File: config.mk
export PLATFORM = sky130hd
export DESIGN_NAME = pc_sequencer
export DESIGN_NICKNAME = d
export VERILOG_FILES = /design/src/rtl/pc_sequencer_pkg.sv /design/src/rtl/pc_sequencer.sv
export SDC_FILE = /design/constraint.sdc
export NUM_CORES = 1
export LEC_CHECK = 0
export CAP_MARGIN = 30
export CORE_AREA = 2 2 75 77
export CTS_BUF_LIST = sky130_fd_sc_hd__clkbuf_8
export CTS_CLUSTER_SIZE = 20
export DETAILED_ROUTE_END_ITERATION = 10
export DIE_AREA = 0 0 77 79
export GPL_ROUTABILITY_DRIVEN = 0
export PLACE_DENSITY = 0.77
export RECOVER_POWER = 50
export SLEW_MARGIN = 30
export SYNTH_ARGS = -nofsm -noshare
export SYNTH_HDL_FRONTEND = slang
export SYNTH_SLANG_ARGS = --single-unit
export TNS_END_PERCENT = 100
File: constraint.sdc
create_clock -name clk -period 1.2 [get_ports clk]
set_input_delay 0.3 -clock clk [delete_from_list [all_inputs] [get_ports clk]]
set_output_delay 0.3 -clock clk [all_outputs]
set_load 0.05 [all_outputs]
File: src/rtl/pc_sequencer_pkg.sv
// pc_sequencer_pkg: state encoding, default PC vectors and instruction-memory bounds
package pc_sequencer_pkg;
  typedef enum logic [1:0] {BOOT = 2'd0, RUN = 2'd1, REDIRECT = 2'd2} state_e;
  localparam logic [31:0] RESET_PC_DEF   = 32'h0000_3000;
  localparam logic [31:0] EXC_VECTOR_DEF = 32'h0000_4180;
  localparam logic [31:0] IMEM_LO        = 32'h0000_3000;
  localparam logic [31:0] IMEM_HI        = 32'h0000_6FFC;
  // A fetch address is bad when misaligned or outside instruction memory
  function automatic logic fetch_bad(input logic [31:0] a);
    return (a[1:0] != 2'b00) || (a < IMEM_LO) || (a > IMEM_HI);
  endfunction
endpackage

File: src/rtl/pc_sequencer.sv
// pc_sequencer: fetch-stage PC register with boot, exception/eret redirect and stall hold; PC_ALIGN_CHECK_EN adds the fetch address-error check
module pc_sequencer
  import pc_sequencer_pkg::*;
#(
  parameter logic [31:0] RESET_PC   = RESET_PC_DEF,
  parameter logic [31:0] EXC_VECTOR = EXC_VECTOR_DEF
) (
  input  logic        clk,
  input  logic        reset,
  input  logic [31:0] npc_in,
  input  logic        stall,
  input  logic        req_exc,
  input  logic        req_eret,
  input  logic [31:0] epc,
  input  logic        imem_ack,
  output logic [31:0] pc,
  output logic        imem_req,
  output logic        pc_valid,
  output logic        flush_fd,
  output logic        adel
);
  state_e      state_q, state_d;
  logic [31:0] pc_q, pc_d;
  logic        run, redir_take;
  assign run        = state_q == RUN;
  assign redir_take = run && (req_exc || req_eret);
  // Next state and PC: exceptions beat eret, redirects beat stall, a missing ack holds
  always_comb begin
    state_d = state_q == BOOT ? RUN :
              redir_take ? REDIRECT :
              (state_q == REDIRECT && req_exc) ? REDIRECT : RUN;
    pc_d    = (state_q != BOOT && req_exc) ? EXC_VECTOR :
              (run && req_eret) ? epc :
              (run && !stall && imem_ack) ? npc_in : pc_q;
  end
`ifdef PC_ALIGN_CHECK_EN
  assign adel = run && fetch_bad(pc_q);
`else
  assign adel = 1'b0;
`endif
  assign pc       = pc_q;
  assign imem_req = state_q != BOOT;
  assign flush_fd = state_q == REDIRECT || redir_take;
  assign pc_valid = run && imem_ack && !stall && !adel;
  // State and PC registers; reset abandons any redirect in flight
  always_ff @(posedge clk or negedge reset) begin
    if (!reset) begin
      state_q <= BOOT;
      pc_q    <= RESET_PC;
    end else begin
      state_q <= state_d;
      pc_q    <= pc_d;
    end
  end
endmodule

Yosys cells after proc, flatten, opt, wreduce, memory -nomap -nowiden
Cells that the tools add are included.
W data, S select, Z words.
{"block": "op_classes", "n_eq_ne": 2, "n_mux": 6, "n_reduce_logical": 14}
{"op": "$mux W32", "count": 3}
{"op": "$logic_and A1 B1 Y1", "count": 8}
{"op": "$mux W2", "count": 3}
{"op": "$reduce_bool A3 Y1", "count": 1}
{"op": "$eq A2 B1 Y1 const B", "count": 1}
{"op": "$eq A2 B2 Y1 const B", "count": 1}
{"op": "$logic_not A2 Y1", "count": 1}
{"op": "$logic_or A1 B1 Y1", "count": 2}
{"op": "$reduce_bool A2 Y1", "count": 1}
{"op": "$logic_not A1 Y1", "count": 1}
{"block": "word_totals", "out_inout_bits": 36, "inputBits": 70, "ff_bits": 34, "word_cells": 24}

Longest topological paths before layout
{"block": "depth", "ltp_word": 6, "ltp_mapped": 6, "depth_no_buf": 3}

Worst setup path after synthesis
OpenSTA, ideal clock, no wires.
{"block": "synth_path", "path_type": "register to register", "from": "register state_q[0]", "to": "register pc_q[0], in the netlist pc[0]", "path_buffers": 2, "period_less_slack_ps": 1444, "setup_ps": 101, "setup_slack_ps": -244, "t_arrival_ps": 1344, "stages_incl_launch_ff": 6, "required_time_ps": 1099, "path_cell_list": "dfrtp_1 > or2_4 > and2_4 > buf_6 > buf_6 > o32ai_1"}
{"item": "from (decl)", "line": "pc_sequencer.sv:22", "source": "state_e state_q, state_d;"}
{"item": "from (signal assigned)", "line": "pc_sequencer.sv:51", "source": "state_q <= state_d;"}
{"item": "$reduce_bool A2 Y1 *"}
{"item": "via imem_req", "line": "pc_sequencer.sv:17", "source": "output logic imem_req,"}
{"item": "$logic_and A1 B1 Y1 *", "line": "pc_sequencer.sv:32", "source": "pc_d = (state_q != BOOT && req_exc) ? EXC_VECTOR :"}
{"item": "$reduce_bool A3 Y1 (no source line) / $mux W32 (equally long branches)"}
{"item": "to (signal assigned)", "line": "pc_sequencer.sv:52", "source": "pc_q <= pc_d;"}
{"item": "to (decl)", "line": "pc_sequencer.sv:23", "source": "logic [31:0] pc_q, pc_d;"}
The timed path passes the listed nets; every way through them passes the cells marked *.
A chain may end at the register's enable or synchronous reset.

Worst setup path in the final report
{"block": "layout_path", "from": "register state_q[1]", "to": "output flush_fd"}
{"block": "layout_between", "elab_chain_cells": 3}
{"item": "$eq A2 B1 Y1", "line": "pc_sequencer.sv:25", "source": "assign run = state_q == RUN;"}
{"item": "$logic_and A1 B1 Y1", "line": "pc_sequencer.sv:26", "source": "assign redir_take = run && (req_exc || req_eret);"}
{"item": "$logic_or A1 B1 Y1 *", "line": "pc_sequencer.sv:43", "source": "assign flush_fd = state_q == REDIRECT || redir_take;"}
{"item": "to (decl)", "line": "pc_sequencer.sv:19", "source": "output logic flush_fd,"}
Every way passes the cells marked *; elsewhere a longest branch is shown, timed or not.

==> flow_metrics.tcl <==
set metrics [dict create \
    drt_pass1_iterations 4 \
    hold_path_class "primary input to flip-flop" \
    clockBufferDepth 2 \
    vias_per_cell 4.97 \
    n_antenna_cell 0 \
    end_kind "output pin" \
    max_freq_mhz 633 \
    finalHoldViolations 0 \
    dp_cells 352 \
    yosysSeqAreaShare_pct 47.2 \
    die_w_um 77 \
    dp_hpwl_mm 4.07 \
    hold_end "state_q[0]$_DFF_PN0_" \
    clk_pin_slew_ps 70 \
    slew_viol_final 0 \
    critPathKind "flip-flop to output pin" \
    grtUsageMet3_pct 6.02 \
    rsz0062_at_grt "true" \
    crit_path_start_kind "flip-flop" \
    grt_pass1_wl_mm 8.97 \
    required_ps 900 \
    fin_crit_sh_pct 132 \
    path_max_fanout 5 \
    grt-ovfl-total 0 \
    area.growth.synth_to_final_pct 123 \
    rr_worst_depth 7 \
    cts.sinks 34 \
    arrival_ps 1280 \
    synth_seq_cells 34 \
    final_util_pct 75.6 \
    power_density_nw_per_um2 2270 \
    status "finished with violations" \
    vias 1862 \
    syn_area_um2 1810 \
    p_leak_uw 0.00176 \
    drtIter0Drc 46 \
    cts_buffers 5 \
    finalNetCount 372 \
    ant_nets 0 \
    top_usage_layer "met2" \
    grt_pass1_vias 1909 \
    insertion_delay_ps 280 \
    whs_path_depth 3 \
    grt_use_met2_pct 33.9 \
    worst_slack_ps -381 \
    io_buffer_count 104 \
    row_count 27 \
    die_h_um 79 \
    dieArea_um2 6080 \
    avgRoutedWirePerCell_um 16.7 \
    failed_checks "setup timing" \
    start_util_pct 33.8 \
    drv_cap 0 \
    ys_warn_count 0 \
    final_cells 375 \
    cts-root-buf "clkbuf_8" \
    synth_area_per_cell_um2 10.6 \
    finalWirelength_mm 6.27 \
    syn_nets 240 \
    hp-start "req_exc" \
    cts_tree "done" \
    ios 106 \
    ys_types 25 \
    synth_cells 170 \
    core_um2 5340 \
    drive_gt1_share_pct 41.6 \
    grt_use_met1_pct 21.3 \
    reg2reg_slack_ps -290 \
    regToRegStartpoint "state_q[1]$_DFF_PN0_" \
    finalSetupViolCount 37 \
    grtUsageTotal_pct 18.5 \
    peakVddDrop_v 0.00211 \
    grt_max_degree 35 \
    htreeDepth 2 \
    grt_antenna_before_repair 0 \
    drc 0 \
    timing.rr.end "pc[28]$_DFFE_PN0P_" \
    finClkSkew_ps 3.24 \
    post-route-min-period_ps 1580 \
]
-- critical path: stages (launching register included) --
cell     delay (ps)
dfrtp_2         440
nor2b_1         160
or2_4           260
buf_12          150
-- synthesized netlist by cell type, drive strengths merged --
cell type   n  area (um^2)
nor2        5         18.8
nand2       1         3.75
a211o       1         8.76
nand3b      1         7.51
nand4bb     1         11.3
and2        1         8.76
a21o        1         7.51
mux2i      29          290
o41ai       3         26.3
or2         2         15.0
nand2b      2         15.0
clkbuf      3         11.3
buf        11         81.3
a21oi       2         10.0
dfstp       2         52.6
conb        1         3.75
inv        31          116
nor3        9         45.0
o32ai      29          254
nor2b       3         18.8
dfrtp      32          801
-- placed cells by master (no fill, tap or decap), drive strengths merged, types with 2 or more instances in the layout --
| cell type | netlist | layout |
|---|---|---|
| or2 | 2 | 2 |
| mux2i | 29 | 29 |
| dlygate4sd2 | 0 | 2 |
| nor2b | 3 | 3 |
| o41ai | 3 | 3 |
| dfstp | 2 | 2 |
| nor3 | 9 | 9 |
| and2 | 1 | 2 |
| dfrtp | 32 | 32 |
| a21oi | 2 | 2 |
| clkbuf | 3 | 10 |
| inv | 31 | 32 |
| nand2b | 2 | 2 |
| clkdlybuf4s50 | 0 | 64 |
| nor2 | 5 | 5 |
| dlymetal6s2s | 0 | 2 |
| o32ai | 29 | 29 |
| buf | 11 | 65 |
-- power breakdown --
part           switching, uW  total [uW]  internal, uW
sequential               441        1980          1540
combinational           3010        6310          3290
clock                    401         855           454
total                   3860        9150          5290
-- stage by stage --
step / setup slack, ps / hold WS (ps) / instance area [um^2] / power, uW / TNS, ps
5_1_grt: -438 / 449 / 4030 / 9540 / -11310
4_1_cts: -381 / 512 / 3680 / 8340 / -8730
6_report: -381 / 422 / 4030 / 9150 / -9520
3_5_place_dp: -657 / 271 / 3480 / 7270 / -19510
3_3_place_gp: -596 / 278 / 3480 / 7180 / -17930
2_1_floorplan: -239 / 4.41 / 1900 / 4610 / -5180
-- cell type report --
class,instances,area (um^2)
Multi-Input combinational cell,92,1090
Fill cell,363,1300
Sequential cell,34,856
Clock inverter,2,8.76
Tap cell,72,90.1
Inverter,31,116
Clock buffer,6,82.6
Timing Repair Buffer,138,1790
-- cells by family after synthesis --
kind of cell	Yosys count	share of synthesized area, %
AO/OA/AOI/OAI	36	17.0
buffers and inverters	45	11.6
flip-flops	34	47.2
multiplexers	29	16.1
other	1	0.208
AND/OR/NAND/NOR	25	7.96
-- state kept, by name, indices dropped and copies added, names as in the netlist --
signal and flops:
pc 32, state_q 2
-- worst max-delay path by stage --
stage / slack, ps / depth (start not counted) / from / endpoint
2_1_floorplan: -240 / 5 / state_q[0]$_DFF_PN0_ / pc[0]$_DFFE_PN0P_
3_3_place_gp: -600 / 5 / req_eret / pc[4]$_DFFE_PN0P_
3_5_place_dp: -660 / 5 / req_eret / pc[29]$_DFFE_PN0P_
4_1_cts: -380 / 3 / state_q[1]$_DFF_PN0_ / flush_fd
5_1_grt: -440 / 4 / state_q[1]$_DFF_PN0_ / flush_fd
6_report: -380 / 3 / state_q[1]$_DFF_PN0_ / flush_fd
-- layer usage --
layer / part of all wire (%) / up-vias
li1: - / 877
met5: 0 / -
met4: 0.53 / 0
met2: 53 / 60
met3: 5.5 / 5
met1: 41 / 920
-- repair_timing --
item | CTS | global route
endpoints found under the setup margin | 37 | 39
resized for setup | 18 | 42
pin swaps | 3 | 5
endpoints found under the hold margin | 32 | 0
setup buffers | 3 | 7
hold buffers | 1 | 0
gates cloned | 1 | 4
Note: power is estimated with default switching activity, not from simulation.
